**src/rtl/alu_writeback.sv**
```systemverilog
// Writeback stage behind the 8-bit 6502 ALU: one-entry pending register, A/X/Y commit and P flag merge.
// Optional macro ALU_WB_FWD_EN forwards the committing result and carry combinationally.
module alu_writeback #(
  parameter int          DATA_W  = 8,
  parameter logic [7:0]  P_RESET = 8'h24
) (
  input  logic              clk,
  input  logic              rst,
  input  logic              in_valid,
  output logic              in_ready,
  input  logic [DATA_W-1:0] in_result,
  input  logic              in_c,
  input  logic              in_z,
  input  logic              in_n,
  input  logic              in_v,
  input  logic [1:0]        in_dest,
  input  logic [3:0]        in_flag_mask,
  input  logic              stall,
  input  logic [2:0]        flag_op,
  input  logic              p_load,
  input  logic [7:0]        p_din,
  input  logic              push_brk,
  output logic [DATA_W-1:0] reg_a,
  output logic [DATA_W-1:0] reg_x,
  output logic [DATA_W-1:0] reg_y,
  output logic [7:0]        p_out,
  output logic [7:0]        p_push,
  output logic              carry_out,
  output logic              busy
);

  // Handshake: a result transfers on a clk edge where in_valid and in_ready are both 1;
  // in_ready depends only on the pending slot and stall, never on in_valid.
  logic              pend_valid;
  logic [DATA_W-1:0] pend_result;
  logic              pend_c, pend_z, pend_n, pend_v;
  logic [1:0]        pend_dest;
  logic [3:0]        pend_mask;

  logic [DATA_W-1:0] a_q, x_q, y_q;
  logic              n_q, v_q, d_q, i_q, z_q, c_q;
  logic              n_d, v_d, d_d, i_d, z_d, c_d;

  logic commit;
  logic accept;
  logic unused_bits;

  assign commit      = pend_valid & ~stall;
  assign in_ready    = ~pend_valid | commit;
  assign accept      = in_valid & in_ready;
  assign busy        = pend_valid;
  assign unused_bits = ^p_din[5:4];

  // Next P: commit merge, then flag instruction, then a full load on top.
  always_comb begin
    n_d = n_q;
    v_d = v_q;
    d_d = d_q;
    i_d = i_q;
    z_d = z_q;
    c_d = c_q;
    if (commit) begin
      if (pend_mask[3]) n_d = pend_n;
      if (pend_mask[2]) v_d = pend_v;
      if (pend_mask[1]) z_d = pend_z;
      if (pend_mask[0]) c_d = pend_c;
    end
    case (flag_op)
      3'd1:    c_d = 1'b0;
      3'd2:    c_d = 1'b1;
      3'd3:    i_d = 1'b0;
      3'd4:    i_d = 1'b1;
      3'd5:    v_d = 1'b0;
      3'd6:    d_d = 1'b0;
      3'd7:    d_d = 1'b1;
      default: ;
    endcase
    if (p_load) begin
      n_d = p_din[7];
      v_d = p_din[6];
      d_d = p_din[3];
      i_d = p_din[2];
      z_d = p_din[1];
      c_d = p_din[0];
    end
  end

  always_ff @(posedge clk) begin
    if (rst) begin
      pend_valid  <= 1'b0;
      pend_result <= '0;
      pend_c      <= 1'b0;
      pend_z      <= 1'b0;
      pend_n      <= 1'b0;
      pend_v      <= 1'b0;
      pend_dest   <= 2'd0;
      pend_mask   <= 4'd0;
    end else if (accept) begin
      pend_valid  <= 1'b1;
      pend_result <= in_result;
      pend_c      <= in_c;
      pend_z      <= in_z;
      pend_n      <= in_n;
      pend_v      <= in_v;
      pend_dest   <= in_dest;
      pend_mask   <= in_flag_mask;
    end else if (commit) begin
      pend_valid  <= 1'b0;
    end
  end

  always_ff @(posedge clk) begin
    if (rst) begin
      a_q <= '0;
      x_q <= '0;
      y_q <= '0;
    end else if (commit) begin
      case (pend_dest)
        2'd1:    a_q <= pend_result;
        2'd2:    x_q <= pend_result;
        2'd3:    y_q <= pend_result;
        default: ;
      endcase
    end
  end

  always_ff @(posedge clk) begin
    if (rst) begin
      n_q <= P_RESET[7];
      v_q <= P_RESET[6];
      d_q <= P_RESET[3];
      i_q <= P_RESET[2];
      z_q <= P_RESET[1];
      c_q <= P_RESET[0];
    end else begin
      n_q <= n_d;
      v_q <= v_d;
      d_q <= d_d;
      i_q <= i_d;
      z_q <= z_d;
      c_q <= c_d;
    end
  end

  assign p_out  = {n_q, v_q, 1'b1, 1'b0, d_q, i_q, z_q, c_q};
  assign p_push = {p_out[7:5], push_brk, p_out[3:0]};

`ifdef ALU_WB_FWD_EN
  // Bypass the committing entry so a dependent ALU op can issue in the commit cycle.
  assign reg_a     = (commit && pend_dest == 2'd1) ? pend_result : a_q;
  assign reg_x     = (commit && pend_dest == 2'd2) ? pend_result : x_q;
  assign reg_y     = (commit && pend_dest == 2'd3) ? pend_result : y_q;
  assign carry_out = (commit && pend_mask[0]) ? pend_c : c_q;
`else
  assign reg_a     = a_q;
  assign reg_x     = x_q;
  assign reg_y     = y_q;
  assign carry_out = c_q;
`endif

endmodule

```
**config.mk**
```make
export PLATFORM = sky130hd
export DESIGN_NAME = alu_writeback
export DESIGN_NICKNAME = d
export VERILOG_FILES = /design/src/rtl/alu_writeback.sv
export SDC_FILE = /design/constraint.sdc
export NUM_CORES = 1
export LEC_CHECK = 0
export CAP_MARGIN = 0
export CELL_PAD_IN_SITES_DETAIL_PLACEMENT = 1
export CELL_PAD_IN_SITES_GLOBAL_PLACEMENT = 2
export CORE_MARGIN = 2
export CORE_UTILIZATION = 22
export CTS_CLUSTER_DIAMETER = 80
export DETAILED_ROUTE_END_ITERATION = 12
export PLACE_DENSITY_LB_ADDON = 0.1
export SLEW_MARGIN = 20
export SYNTH_ARGS = -nofsm -noshare
export SYNTH_HDL_FRONTEND = slang
export SYNTH_SLANG_ARGS = --single-unit
```
**constraint.sdc**
```tcl
create_clock -name clk -period 1.3 [get_ports clk]
set_input_delay 0.39 -clock clk [delete_from_list [all_inputs] [get_ports clk]]
set_output_delay 0.39 -clock clk [all_outputs]
set_load 0.005 [all_outputs]
```
### Word level (Yosys, flattened, before mapping)

Cells that the tools add are included.

| storage, ports and cells | value |
|---|---|
| input port bits | 35 |
| output and inout port bits | 43 |
| register bits after elaboration | 49 |
| logic and storage cells | 69 |

| operators by class | value |
|---|---|
| reductions and logical operators | 17 |
| equal/unequal tests | 10 |
| muxes and demuxes | 20 |
| bitwise gates (word level) | 5 |

Operators with widths:

| cell | number |
|---|---|
| two-way mux 1 bit | 17 |
| AND reduction 2 bit | 7 |
| == test 3 bit, second input constant | 4 |
| nonzero test 3 bit | 4 |
| nonzero test 2 bit | 4 |
| nonzero test 4 bit | 2 |
| == test 3 x 2 -> 1 bit, second input constant | 2 |
| case mux 1 bit (2 select lines) | 3 |
| == test 2 bit, second input constant | 2 |
| == test 3 x 1 -> 1 bit, second input constant | 1 |
| bitwise AND 1 bit | 2 |
| == test 2 x 1 -> 1 bit, second input constant | 1 |
| inverter 1 bit | 2 |
| bitwise OR 1 bit | 1 |

### Depth between registers and ports, before layout

| logic depth | value |
|---|---|
| depth in word-level cells | 5 |
| depth in mapped cells | 5 |
| gate-level depth less buffers | 3 |

### Least setup slack after synthesis

OpenSTA, ideal clock, no wires.

| timing | value |
|---|---|
| kind | input to register |
| start point | in stall |
| end point | reg x_q[0], in the netlist reg_x[0] |
| stages | 5 |
| data required time | 1.172 ns |
| data arrival time | 1.156 ns |
| setup time | 0.128 ns |
| path buffers | 2 |
| setup slack | 0.016 ns |
| path through | buf_6 -> nor4bb_4 -> buf_6 -> mux2i_1 -> nor2_1 |

| on the way | value |
|---|---|
| word-level cells in the longest chain between the ends | 3 |

Ends and longest elaborated chain:

| item | RTL line | source |
|---|---|---|
| start: declaration | 18 | `input logic stall,` |
| inverter 1 bit | 48 | `assign commit = pend_valid & ~stall;` |
| bitwise AND 1 bit | 48 |  |
| AND reduction 2 bit (no source line) | -- |  |
| end signal: assignment | 120 | `2'd2: x_q <= pend_result;` |
| end: declaration | 40 | `logic [DATA_W-1:0] a_q, x_q, y_q;` |

Every way passes these cells.
A chain may end at the register's enable or synchronous reset.

### Worst setup path after layout

| timing | value |
|---|---|
| start point | reg pend_valid, in the netlist busy |
| end point | reg a_q[1], in the netlist reg_a[1] |

| on the way | value |
|---|---|
| word-level cells in the longest chain between the ends | 2 |

Ends and longest elaborated chain:

| item | RTL line | source |
|---|---|---|
| start: declaration | 34 | `logic pend_valid;` |
| start signal: assignment | 90 | `pend_valid <= 1'b0;` |
| start signal: assignment | 99 | `pend_valid <= 1'b1;` |
| start signal: assignment | 108 | `pend_valid <= 1'b0;` |
| bitwise AND 1 bit | 48 |  |
| AND reduction 2 bit (no source line) | -- |  |
| end signal: assignment | 119 | `2'd1: a_q <= pend_result;` |
| end: declaration | 40 |  |

Every way passes these cells.

==> run_results.csv <==
group,metric,value,unit
yosys,netlist_area,2070,sq um
timing,max_freq,0.729,GHz
clock_tree,cts_htree_levels,2,
min_path,min_path_type,"input pin to register",
clock_tree,clockBufferDepth,2,
grt,grt_antenna_before_repair,0,
routing,wl_met1,2840,microns
worst_setup_path,path_cells,"buf_6, buf_6, buf_6, and4bb_1, buf_12, mux2i_1, nor2_1",
timing,fin_crit,1.37,ns
clock_tree,cts_root_buffer,"clkbuf_8",
job,maxCapViolCount,0,
routing,viasPerCell,4.27,
routing,wl_met3,310,microns
worst_setup_path,worstPathArrival,1.56,ns
grt,grt-ovfl-total,0,
timing,rsz0062_at_grt,"yes",
yosys,synthArstFlopShare,0,%
clock_tree,clk_latency,0.30,ns
yosys,synth_fa_ha_area_share,0,%
yosys,synth_simple_gate_area_share,19.1,%
floorplanning,die_area,10200,sq um
yosys,synth_edf_count,0,
placed_design,pre_cts_ws,-0.609,ns
worst_setup_path,worstPathRequired,1.49,ns
yosys,post_synth_num_cell_types,33,
placed_design,place_area,2940,sq um
finish,area.growth.synth_to_final,56.2,%
floorplanning,start_util,22.5,%
pwr,powerDensity,995,nW/um^2
yosys,synth_area_leader_cell,"dfxtp_1",
routing,top_layer,"met4",
finish,layout.cells.non_filler,429,
finish,fin_util,35.2,%
routing,drtIter0Drc,20,
yosys,synthFlopType,"dfxtp_1",
clock_tree,cts_tree,"built",
placed_design,io_buffers,70,
placed_design,placedCellCount,409,
routing,vias,1832,
yosys,synth_top_cell_area_share,47.3,%
placed_design,gp_congestion,0.695,
routing,drtAntennaViolNets,0,
yosys,synth_area_per_cell,8.85,sq um
clock_tree,cts_sinks,49,
yosys,synth_compound_gate_area_share,13.0,%
worst_setup_path,crit_path_frequent_cell,"buf_6",
pwr,leakagePower,1.28,nW
yosys,syn_inst,234,
yosys,synth.yosys.seq_area_share,47.3,%
finish,drive_gt1_share,32.4,%
grt,grt_pass1_vias,1878,
finish,n_antenna_cell,0,
floorplanning,io_pins,78,
finish,fin_nets,352,
pwr,ir_drop,376,uV
yosys,synth_top_family_by_area,"simple AND/OR/NAND/NOR gates",
clock_tree,numCtsBuffers,5,
worst_setup_path,slowest_delay,0.35,ns
finish,mostFrequentLayoutCells,"nand2_1, dfxtp_2, a21oi_1",
yosys,yosys_warnings,0,
timing,fin_skew,0.00444,ns
finish,fin_area,3240,sq um
worst_setup_path,crit_type,"register to register",
routing,wl_met2,2950,microns
yosys,synthMuxAreaShare,9.18,%
timing,setup_violations,34,
worst_setup_path,path_buf_inv,4,
placed_design,hpwl,4330,microns
worst_setup_path,end_kind,"register",
status,violations,"setup timing",
grt,track_usage,12.2,%
routing,wl_per_cell,14.4,microns
pwr,p_total,3.22,mW
routing,route.detailed.drc,0,
floorplanning,core,9200,sq um
floorplanning,fp.dieH,101,microns
clock_tree,clkTransAtPathRegs,0.09,ns
yosys,synthTopCellsByArea,"dfxtp_1, nand2_1, mux2i_1, a21oi_1, buf_4",
grt,grt_max_degree,40,
worst_setup_path,cpLargestDelayFamily,"buffers and inverters",
timing,finalHoldViolations,0,
floorplanning,num_rows,35,
routing,dr.pass1.iters,4,
yosys,yosys.area_share.xor_xnor,0.423,%
timing,post-route-period-util,106,%
worst_setup_path,start_kind,"register",
yosys,synth_seq_cells,49,
status,status,"finished with violations",
worst_setup_path,crit_fanout,8,
routing,finalWirelength,6160,microns
floorplanning,die_x,101,microns
timing,slew_violations,0,
worst_setup_path,critPathSlowestCell,"dfxtp_4",
grt,grt_pass1_wl,9580,microns
finish,fillers,1079,
finish,final_common_cell,"nand2_1",
timing,post-route-worst-setup-slack,-0.0720,ns
[Yosys cell counts (2+ instances only)]
cell	number
a211oi_1	2
a21boi_0	2
a21oi_1	30
buf_2	4
buf_4	18
buf_6	3
clkbuf_1	5
conb_1	2
dfxtp_1	49
inv_1	2
mux2i_1	19
nand2_1	56
nand3b_1	4
nor2_1	19
[power breakdown]
| part | leakage [nW] | switching, mW | internal (mW) |
|---|---|---|---|
| logic | 0.811 | 0.195 | 0.285 |
| clock network | 0.0585 | 0.518 | 0.628 |
| registers | 0.414 | 0.0427 | 1.55 |
[worst register-to-register path: cells and delay by family, from the launching register on]
| kind | cells | cell delay (ns) |
|---|---|---|
| AND/OR/NAND/NOR | 2 | 0.29 |
| flip-flops | 1 | 0.35 |
| buffers and inverters | 4 | 0.43 |
| multiplexers | 1 | 0.19 |
[layer usage]
layer	global-route usage, %	up-vias
met5	0	-
met4	3.85	0
met3	3.05	8
met2	19.8	40
met1	15.8	858
li1	-	926
[through the flow]
| stage | setup TNS (ns) | hold WS (ns) |
|---|---|---|
| CTS | -1.03 | 0.358 |
| detailed placement | -22.09 | 0.450 |
| global placement | -21.47 | 0.445 |
| floorplan | 0 | 0.436 |
| finish | -1.14 | 0.364 |
| global route | -4.19 | 0.374 |
[kinds of logic (layout without fill, tap and decap cells)]
| family | count (synthesis) | in the layout |
|---|---|---|
| simple gates | 87 | 87 |
| flops | 49 | 49 |
| compound gates | 43 | 43 |
| buf+inv | 33 | 116 |
| mux | 19 | 19 |
| other cells | 2 | 3 |
| xor+xnor | 1 | 1 |
[final cells by class]
| cell class | instances | area [sq um] | area share (%) |
|---|---|---|---|
| clock inverters | 1 | 30.0 | 0.928 |
| repair buffers | 106 | 1030 | 31.8 |
| well taps | 111 | 139 | 4.29 |
| inverters | 2 | 7.51 | 0.232 |
| multi-input cells | 153 | 922 | 28.5 |
| flip-flops and latches | 49 | 1020 | 31.6 |
| clock buffers | 7 | 86.3 | 2.67 |
[what timing repair did]
| action | 4_1_cts | 5_1_grt |
|---|---|---|
| hold buffers | 0 | 0 |
| cloned | 0 | 2 |
| setup endpoints to repair | 85 | 82 |
| resized for setup | 105 | 54 |
| buffers inserted | 9 | 1 |
| pin swaps | 4 | 9 |
[flip-flops by register name, summed over array words and instances (netlist names)]
register     flops
pend_z           1
pend_result      8
carry_out        1
reg_a            8
pend_n           1
pend_dest        2
busy             1
pend_v           1
pend_c           1
d_q              1
v_q              1
i_q              1
reg_x            8
z_q              1
reg_y            8
n_q              1
pend_mask        4
[path summary, 6_finish.rpt]
| check | slack [ns] | cells after the start | from | end |
|---|---|---|---|---|
| worst max-delay path | -0.07 | 7 | busy | reg_a[1] |
| worst min-delay path | 0.36 | 3 | rst | i_q |
| worst max register to register | -0.07 | 7 | busy | reg_a[1] |
| worst min register to register | 0.46 | 2 | reg_y[5] | reg_y[5] |
No activity file was read; power rests on OpenSTA's default activity.
